<file path="config.mk">
export PLATFORM = sky130hd
export DESIGN_NAME = pipeline_ctrl
export DESIGN_NICKNAME = d
export VERILOG_FILES = /design/src/rtl/core_types_pkg.sv /design/src/rtl/ctrl_perf_counters.sv /design/src/rtl/pipeline_ctrl.sv
export SDC_FILE = /design/constraint.sdc
export NUM_CORES = 1
export LEC_CHECK = 0
export ABC_AREA = 1
export CAP_MARGIN = 20
export CELL_PAD_IN_SITES_DETAIL_PLACEMENT = 1
export CELL_PAD_IN_SITES_GLOBAL_PLACEMENT = 1
export CORE_ASPECT_RATIO = 0.6
export CORE_UTILIZATION = 32
export DETAILED_ROUTE_END_ITERATION = 8
export GPL_TIMING_DRIVEN = 1
export PLACE_DENSITY = 0.8
export REMOVE_ABC_BUFFERS = 1
export SLEW_MARGIN = 40
export SYNTH_ARGS = -nofsm -noshare
export SYNTH_HDL_FRONTEND = slang
export SYNTH_SLANG_ARGS = --single-unit
</file>
<file path="constraint.sdc">
create_clock -name Clock -period 2.06 [get_ports Clock]
set_clock_uncertainty 0.2 [all_clocks]
set_input_delay 0.412 -clock Clock [delete_from_list [all_inputs] [get_ports Clock]]
set_output_delay 0.412 -clock Clock [all_outputs]
set_load 0.01 [all_outputs]
</file>
<file path="src/rtl/core_types_pkg.sv">
// Shared pipeline types: branch request bundle, PC-source select and controller state.
// Latency: none (type and constant definitions only).
// Backpressure: none (no handshaking here).
package core_types_pkg;

   localparam int XLEN = 32;

   // Request bundle produced by the branch unit in EXE/DEC
   typedef struct packed {
      logic            flush;      // EXE mispredict, redirect from EXE
      logic            hold;       // load-use hazard detected in DEC
      logic            bypass;     // forwarding select, consumed by the EXE mux
      logic            branch;     // DEC-resolved redirect
      logic [XLEN-1:0] PCnext;     // redirect target
      logic [XLEN-1:0] PCcurrent;  // PC of the requesting instruction
   } branching_out_t;

   typedef enum logic [1:0] {
      PC_SEQ  = 2'd0,
      PC_DEC  = 2'd1,
      PC_EXE  = 2'd2,
      PC_HOLD = 2'd3
   } pc_sel_t;

   typedef enum logic [1:0] {
      RUN        = 2'd0,
      LOAD_STALL = 2'd1,
      MEM_WAIT   = 2'd2,
      FLUSH      = 2'd3
   } ctrl_state_t;

   // Redirect address is only meaningful for the two redirect sources; zero otherwise
   function automatic logic [XLEN-1:0] redirectTarget(input pc_sel_t sel,
                                                      input logic [XLEN-1:0] pcNext);
      return ((sel == PC_DEC) || (sel == PC_EXE)) ? pcNext : '0;
   endfunction

endpackage

</file>
<file path="src/rtl/ctrl_perf_counters.sv">
// Saturating stall and flush event counters for the pipeline controller.
// Latency: count visible one cycle after the increment strobe.
// Backpressure: none; counters stick at all-ones instead of wrapping.
module ctrl_perf_counters #(
   parameter int PERF_W = 32
) (
   input  logic              Clock,
   input  logic              nReset,
   input  logic              stallInc,
   input  logic              flushInc,
   output logic [PERF_W-1:0] stallCount,
   output logic [PERF_W-1:0] flushCount
);

   // Count cycles with a frozen PC, saturating at all-ones
   always_ff @(posedge Clock or negedge nReset) begin
      if (!nReset) begin
         stallCount <= '0;
      end else if (stallInc && (stallCount != '1)) begin
         stallCount <= stallCount + PERF_W'(1);
      end
   end

   // Count EXE redirects, saturating at all-ones
   always_ff @(posedge Clock or negedge nReset) begin
      if (!nReset) begin
         flushCount <= '0;
      end else if (flushInc && (flushCount != '1)) begin
         flushCount <= flushCount + PERF_W'(1);
      end
   end

endmodule

</file>
<file path="src/rtl/pipeline_ctrl.sv">
// Hazard/sequencing controller: per-stage enables, flush/bubble strobes and PC select.
// Latency: enables, strobes, pcSel, pcTarget are combinational (0 cycles); state is registered.
// Backpressure: data-memory wait freezes all stages; fetch wait and load-use hold freeze PC and IF/DEC.
module pipeline_ctrl
   import core_types_pkg::*;
#(
   parameter int HOLD_CYCLES = 1,
   parameter int MEM_TIMEOUT = 255,
   parameter int PERF_W      = 32
) (
   input  logic              Clock,
   input  logic              nReset,
   input  branching_out_t    br,
   input  logic              imemReady,
   input  logic              dmemReq,
   input  logic              dmemReady,
   output logic              enPC,
   output logic              enIFDEC,
   output logic              enDECEXE,
   output logic              enEXEMEM,
   output logic              enMEMWB,
   output logic              flushIFDEC,
   output logic              bubbleDECEXE,
   output pc_sel_t           pcSel,
   output logic [XLEN-1:0]   pcTarget,
   output logic              memTimeout,
   output logic [PERF_W-1:0] stallCount,
   output logic [PERF_W-1:0] flushCount,
   output ctrl_state_t       state
);

   localparam int                WAIT_W    = $clog2(MEM_TIMEOUT + 1);
   localparam logic [WAIT_W-1:0] WAIT_MAX  = WAIT_W'(MEM_TIMEOUT);
   localparam logic [2:0]        HOLD_LOAD = 3'(HOLD_CYCLES - 1);

   logic [2:0]        holdCnt;
   logic              holdMask;
   logic [WAIT_W-1:0] waitCnt;

   ctrl_state_t       stateNext;
   logic [2:0]        holdCntNext;
   logic              holdMaskNext;
   logic [WAIT_W-1:0] waitCntNext;
   logic              memTimeoutNext;

   logic              enFront;     // PC and IF/DEC
   logic              enBack;      // DEC/EXE, EXE/MEM, MEM/WB
   logic              flushInc;
   logic              dataStall;
   logic              inRun;
   logic              unusedBr;

   assign dataStall = dmemReq && !dmemReady;
   assign inRun     = (state == RUN);

   // Forwarding select and the requester's PC are consumed elsewhere in the datapath
   assign unusedBr  = ^{br.bypass, br.PCcurrent};

   // Priority resolution of stall/redirect requests and next-state computation
   always_comb begin
      enFront        = 1'b0;
      enBack         = 1'b0;
      flushIFDEC     = 1'b0;
      bubbleDECEXE   = 1'b0;
      pcSel          = PC_HOLD;
      flushInc       = 1'b0;
      stateNext      = state;
      holdCntNext    = holdCnt;
      holdMaskNext   = holdMask;
      waitCntNext    = waitCnt;
      memTimeoutNext = memTimeout;

      if (!nReset) begin
         // everything stays frozen with PC held while reset is asserted
      end else if (dataStall) begin
         // Whole pipe frozen; branch requests are re-presented once EXE moves again
         stateNext = MEM_WAIT;
         if (waitCnt != WAIT_MAX) begin
            waitCntNext = waitCnt + WAIT_W'(1);
         end
         if (waitCntNext == WAIT_MAX) begin
            memTimeoutNext = 1'b1;
         end
      end else begin
         waitCntNext = '0;
         stateNext   = RUN;
         // A hold mask only survives until one RUN cycle has actually advanced
         if (inRun) begin
            holdMaskNext = 1'b0;
         end

         if (br.flush) begin
            enFront      = 1'b1;
            enBack       = 1'b1;
            flushIFDEC   = 1'b1;
            bubbleDECEXE = 1'b1;
            pcSel        = PC_EXE;
            flushInc     = 1'b1;
            stateNext    = FLUSH;
         end else if (inRun && br.branch) begin
            enFront    = 1'b1;
            enBack     = 1'b1;
            flushIFDEC = 1'b1;
            pcSel      = PC_DEC;
         end else if (inRun && br.hold && !holdMask) begin
            enBack       = 1'b1;
            bubbleDECEXE = 1'b1;
            holdCntNext  = HOLD_LOAD;
            if (HOLD_CYCLES == 1) begin
               holdMaskNext = 1'b1;
            end else begin
               stateNext = LOAD_STALL;
            end
         end else if (state == LOAD_STALL) begin
            enBack       = 1'b1;
            bubbleDECEXE = 1'b1;
            if (holdCnt <= 3'd1) begin
               holdCntNext  = '0;
               holdMaskNext = 1'b1;
            end else begin
               holdCntNext = holdCnt - 3'd1;
               stateNext   = LOAD_STALL;
            end
         end else if (!imemReady) begin
            enBack       = 1'b1;
            bubbleDECEXE = 1'b1;
         end else begin
            enFront = 1'b1;
            enBack  = 1'b1;
            pcSel   = PC_SEQ;
         end
      end
   end

   assign enPC     = enFront;
   assign enIFDEC  = enFront;
   assign enDECEXE = enBack;
   assign enEXEMEM = enBack;
   assign enMEMWB  = enBack;
   assign pcTarget = redirectTarget(pcSel, br.PCnext);

   // Controller FSM state, hold counter/mask, memory wait counter and sticky timeout
   always_ff @(posedge Clock or negedge nReset) begin
      if (!nReset) begin
         state      <= RUN;
         holdCnt    <= '0;
         holdMask   <= 1'b0;
         waitCnt    <= '0;
         memTimeout <= 1'b0;
      end else begin
         state      <= stateNext;
         holdCnt    <= holdCntNext;
         holdMask   <= holdMaskNext;
         waitCnt    <= waitCntNext;
         memTimeout <= memTimeoutNext;
      end
   end

   ctrl_perf_counters #(
      .PERF_W (PERF_W)
   ) uPerf (
      .Clock      (Clock),
      .nReset     (nReset),
      .stallInc   (~enFront),
      .flushInc   (flushInc),
      .stallCount (stallCount),
      .flushCount (flushCount)
   );

endmodule

</file>
==> Yosys cells after proc, flatten, opt, wreduce, memory -nomap -nowiden <==
Cells that the tools add are included.
{ "op_classes": {"addsub": 4, "magnitude_cmp": 1, "n_eq_ne": 7, "muxes": 50, "bitwise": 4, "reduce_logical": 14} }
{ "ops": {"columns": ["operator", "n"], "rows": [
  ["$add 32x1->32 const B", 2],
  ["$ne 32x32->1 const B", 2],
  ["$mux 1", 33],
  ["$mux 32", 1],
  ["$mux 8", 4],
  ["$mux 2", 9],
  ["$mux 3", 3],
  ["$add 8x1->8 const B", 1],
  ["$eq 8x8->1 const B", 1],
  ["$ne 8x8->1 const B", 1],
  ["$logic_and 1x1->1", 6],
  ["$reduce_and 5->1", 1],
  ["$eq 2x1->1 const B", 2],
  ["$not 1->1", 4],
  ["$le 3x1->1 const B", 1],
  ["$reduce_and 3->1", 1],
  ["$sub 3x1->3 const B", 1],
  ["$eq 2x2->1 const B", 1],
  ["$logic_not 1->1", 2],
  ["$logic_not 2->1", 1],
  ["$reduce_and 2->1", 1],
  ["$reduce_bool 2->1", 1],
  ["$logic_or 1x1->1", 1]
]} }
{ "totals": {"regBits": 79, "in_bits": 73, "out_inout_bits": 108, "elab_cells": 87} }

==> Depth between registers and ports, before layout <==
Gate-level depths: netlist of run 1.
{ "depth": {"depth_word": 11, "depth_mapped": 10, "ltp_nobuf": 10} }

==> Hierarchy <==
A second synthesis of run 1 with hierarchy kept.
{ "hier_totals": {"cells_unflattened": 872, "hier_area_um2": 5602.9} }
{ "modules_own_cells": {"columns": ["mod", "n_inst", "cells_per_inst", "area_per_inst_um2", "seq_area_each_um2"], "rows": [
  ["ctrl_perf_counters", 1, 662, 4246.6, 1601.5],
  ["pipeline_ctrl", 1, 210, 1356.3, 375.4]
]} }

==> Worst setup path before layout of run 1 <==
No wires, ideal clock.
{ "synth_path": {"kind": "register to output", "start": "register state[1]", "end": "output enPC", "arrival_ns": 1.468, "path_slack_ns": -0.020, "path_stages_with_launch": 9, "path_cell_list": "dfrtp_1 -> nor2_1 -> nand2_1 -> nand2_1 -> nand3_1 -> nand3_2 -> buf_2 -> inv_1 -> buf_4"} }
{ "synth_via": {"elab_chain_len": 8, "word_cells_on_any_way": 11} }
{ "synth_lines": {"columns": ["element", "line", "source"], "rows": [
  ["start, declared", "pipeline_ctrl.sv:29", "output ctrl_state_t state"],
  ["start signal, assigned", "pipeline_ctrl.sv:151", "state <= stateNext;"],
  ["$logic_not 2->1", "pipeline_ctrl.sv:54", "assign inRun = (state == RUN);"],
  ["$logic_and 1x1->1 (2 in series)", "pipeline_ctrl.sv:105", "end else if (inRun && br.hold && !holdMask) begin"],
  ["$mux 1", "pipeline_ctrl.sv:105", null],
  ["$mux 1 (*)", "pipeline_ctrl.sv:100", "end else if (inRun && br.branch) begin"],
  ["$mux 1 (*)", "pipeline_ctrl.sv:92", "if (br.flush) begin"],
  ["$mux 1 (*)", "pipeline_ctrl.sv:75", "end else if (dataStall) begin"],
  ["$mux 1 (*)", "pipeline_ctrl.sv:73", "if (!nReset) begin"],
  ["end, declared", "pipeline_ctrl.sv:17", "output logic enPC,"]
]} }
Mark *: on every way between the ends. The rest lies on a longest branch, timed or not.

==> Worst setup path after layout of run 1 <==
{ "layout_path": {"start": "register state[0]", "end": "output pcTarget[31]"} }
{ "layout_via": {"elab_chain_len": 11, "word_cells_on_any_way": 15} }
{ "layout_lines": {"columns": ["element", "line", "source"], "rows": [
  ["$logic_not 2->1", "pipeline_ctrl.sv:54", null],
  ["$logic_and 1x1->1 (2 in series)", "pipeline_ctrl.sv:105", null],
  ["$mux 2", "pipeline_ctrl.sv:105", null],
  ["$mux 2 (*)", "pipeline_ctrl.sv:100", null],
  ["$mux 2 (*)", "pipeline_ctrl.sv:92", null],
  ["$mux 2 (*)", "pipeline_ctrl.sv:75", null],
  ["$mux 2 (*)", "pipeline_ctrl.sv:73", null],
  ["$eq 2x1->1 or $eq 2x2->1 (tied branches)", "core_types_pkg.sv:35", "return ((sel == PC_DEC) || (sel == PC_EXE)) ? pcNext : '0;"],
  ["$logic_or 1x1->1 (*)", "core_types_pkg.sv:35", null],
  ["$mux 32 (*)", "core_types_pkg.sv:35", null],
  ["end, declared", "pipeline_ctrl.sv:25", "output logic [XLEN-1:0] pcTarget,"]
]} }
Marks and branches as above.

==> summary.txt, run 1 <==
Status
  • Status: finished, violations left
  • Failing checks: setup timing

Layout
  • Post-Route Utilization: 0.511
  • Final nets: 1214
  • P&R area growth vs syn: 52.6%
  • Fraction of layout cells with a size suffix above 1: 0.211
  • Post-route cell area: 8470 sq um
  • ANT cells: 0

Drt
  • Drt initial violations: 392
  • DRT Pass-1 Iters: 5
  • DRC: 0
  • Post-route ant nets: 0
  • DRT Wirelength: 22200 um
  • Via Count: 6616
  • DR vias/cell: 4.83
  • Routed len/inst: 16.2 um

Setup path
  • Crit Path Category: reg2out
  • Crit path max fanout: 7
  • Worst Setup EP: pcTarget[31]
  • Slowest CP cell: dfrtp_2
  • CP Capture Type: primary output
  • R2r startpoint: uPerf.flushCount[0]
  • CP max stage delay: 0.44 ns
  • CP Buf/Inv Count: 3
  • Cell Chain, Critical Path: nor2_4 > nand2_2 > inv_2 > o21ai_4 > buf_6 > nor2_1 > buf_2
  • FF-to-FF End: uPerf.flushCount[25]
  • Reg2reg setup slack: 0.06 ns
  • Worst Setup Start Kind: register
  • Critical path origin: state[0]
  • Reg2Reg Depth: 11
  • Cell count along the critical path: 7
  • Top delay family on crit path: flip-flops
  • Arr. time, crit path: 1.61 ns
  • Critical Path RT: 1.45 ns

Global route
  • Number of global-route vias before repair: 6513
  • Gr usage total: 0.250
  • Initial antenna violation count: 0
  • Overflow after GRT: 0
  • First-pass GRT wire length: 35000 um
  • Largest net degree at the start of global routing: 46

Clock tree
  • Clock root cell: clkbuf_16
  • Longest Clk Path Bufs: 2
  • CTS clk-pin slew, worst paths: 0.07 ns
  • Inserted Clock Buffers: 9
  • TritonCTS clock tree: done
  • H-tree depth: 3
  • CTS sink count: 79
  • Clk_lat worst skew: 0.34 ns

Timing
  • Worst setup margin: -0.159 ns
  • Max Freq: 451 MHz
  • Max_slew headroom: 0.600
  • Max Slew Vio Count: 0
  • Worst-margin pin slew: 0.600 ns
  • Fin. Hold Viols: 0
  • Final Cycle Share: 1.08
  • Hold Slack: 0.0830 ns
  • Tmin final: 2.22 ns
  • # setup viols final: 37
  • RSZ-0062 raised after global routing: yes

Die
  • Initial Util: 0.335
  • Vert. Die Dim: 104 um
  • Site Rows: 36
  • Die W: 172 um
  • Die area: 17900 sq um
  • IO Count: 181
  • Core area: 16600 sq um

Min path
  • Worst min path class: in2async

Place
  • Hpwl dp: 16700 um
  • Number of port buffers: 147
  • Post-DP Area: 7840 sq um
  • DP Worst Slack: -0.698 ns
  • GPL Wtd Cong: 0.877

Synth
  • Cells after Synth: 895
  • Post-synthesis sequential area ratio: 0.356
  • Seq cells post-synth: 79
  • Distinct cells, synth: 30
  • Avg Cell Area, Syn: 6.20 sq um
  • Post-Syn Area: 5550 sq um
  • Synth warn: 0

Power
  • Final total power: 5.13 mW
  • P per Cell Area: 606 nW/um^2
  • Worst vdd ir: 389 uV
  • Leakage: 4.21 nW

Flow run
  • Maxcap violations: 0
final cells by class:
type / instances / area (sq um)
flip-flops and latches: 79 / 1990
multi-input cells: 700 / 3270
clock inverters: 5 / 81.3
well taps: 228 / 285
clock buffers: 11 / 243
inverters: 94 / 353
repair buffers: 252 / 2240
fillers: 2229 / 8110
tightest hold or removal path, delay by kind of cell:
kind / cells / cell delay (ns)
buffers and inverters: 3 / 0.67
cell usage after synthesis, drive strengths merged:
cell type    n  area share
nand4        1      0.0011
nand2      391        0.27
inv         94       0.064
a22o         2      0.0032
o22ai        3      0.0034
o31ai        1      0.0014
nor2       157        0.11
buf         19       0.023
a21oi        4      0.0036
xor2        10       0.016
o21bai       1      0.0014
xnor2       13       0.021
o21ai       24       0.022
nand3b      20       0.029
clkbuf       3      0.0020
dfrtp       79        0.36
nor3         1     0.00090
a31oi        2      0.0023
nand3       65       0.060
ha           5       0.011
how the worst min path moves through the flow:
| stage | from | slack, ns | to | cells past startpoint |
|---|---|---|---|---|
| after floorplan | nReset | -0.08 | holdCnt[0] | 0 |
| after global placement | memTimeout | 0.25 | memTimeout | 2 |
| after detailed placement | memTimeout | 0.26 | memTimeout | 2 |
| after CTS | nReset | 0.09 | memTimeout | 3 |
| after global routing | nReset | 0.13 | waitCnt[5] | 3 |
| final | nReset | 0.08 | holdCnt[1] | 3 |
routing by layer:
metal | vias to the layer above | track usage | part of all wire
li1 | 3211 | - | -
met1 | 3214 | 0.389 | 0.52
met2 | 182 | 0.361 | 0.41
met3 | 9 | 0.0472 | 0.061
met4 | 0 | 0.0303 | 0.0032
met5 | - | 0 | 0
repair_timing:
action	CTS	global route
gates resized for setup	223	55
setup buffers	10	10
cloned	2	2
hold buffers	0	0
pin swaps	9	13
endpoints found under the setup margin	59	116
where the power goes:
group	total [mW]	leakage, nW	switching, mW	internal, mW
combinational	1.49	3.00	0.760	0.732
clock	1.80	0.156	0.699	1.10
sequential	1.84	1.06	0.151	1.69
cell families after synthesis:
group           after synthesis  share of synthesized area
buf+inv                     116                     0.0888
flops                        79                      0.356
xor+xnor                     23                     0.0363
simple gates                635                      0.471
fa+ha+maj                     5                     0.0113
compound gates               37                     0.0368
flip-flops by register name, summed over array words and instances (netlist names):
| signal | cells |
|---|---|
| memTimeout | 1 |
| uPerf.stallCount | 32 |
| holdCnt | 3 |
| holdMask | 1 |
| uPerf.flushCount | 32 |
| state | 2 |
| waitCnt | 8 |
per-stage QoR:
| step | setup TNS [ns] | cells |
|---|---|---|
| after floorplan | -35.65 | 873 |
| after global placement | -37.33 | 1329 |
| after detailed placement | -41.19 | 1329 |
| after CTS | -4.79 | 1357 |
| after global routing | -6.78 | 1369 |
| final | -3.66 | 1369 |
cells in the final DEF (no fill, tap or decap), types with 9 or more instances in the layout:
master	instances
nand2_1	379
nor2_1	120
buf_4	93
clkdlybuf4s50_1	89
inv_1	86
dfrtp_1	67
nand3_1	63
buf_2	32
nor2_2	25
o21ai_0	21
nand3b_1	19
buf_6	15
xnor2_1	13
nor2_4	12
dfrtp_2	12
clkbuf_16	11
xor2_1	10
nand2_2	9
(Power assumes the default switching activity.)
==> run 2, diff against run 1 <==
Settings changed: SLEW_MARGIN 40 to 20.
==> results of run 2 <==
Same layout as run 1: the final DEF is identical, and so are final timing and power.
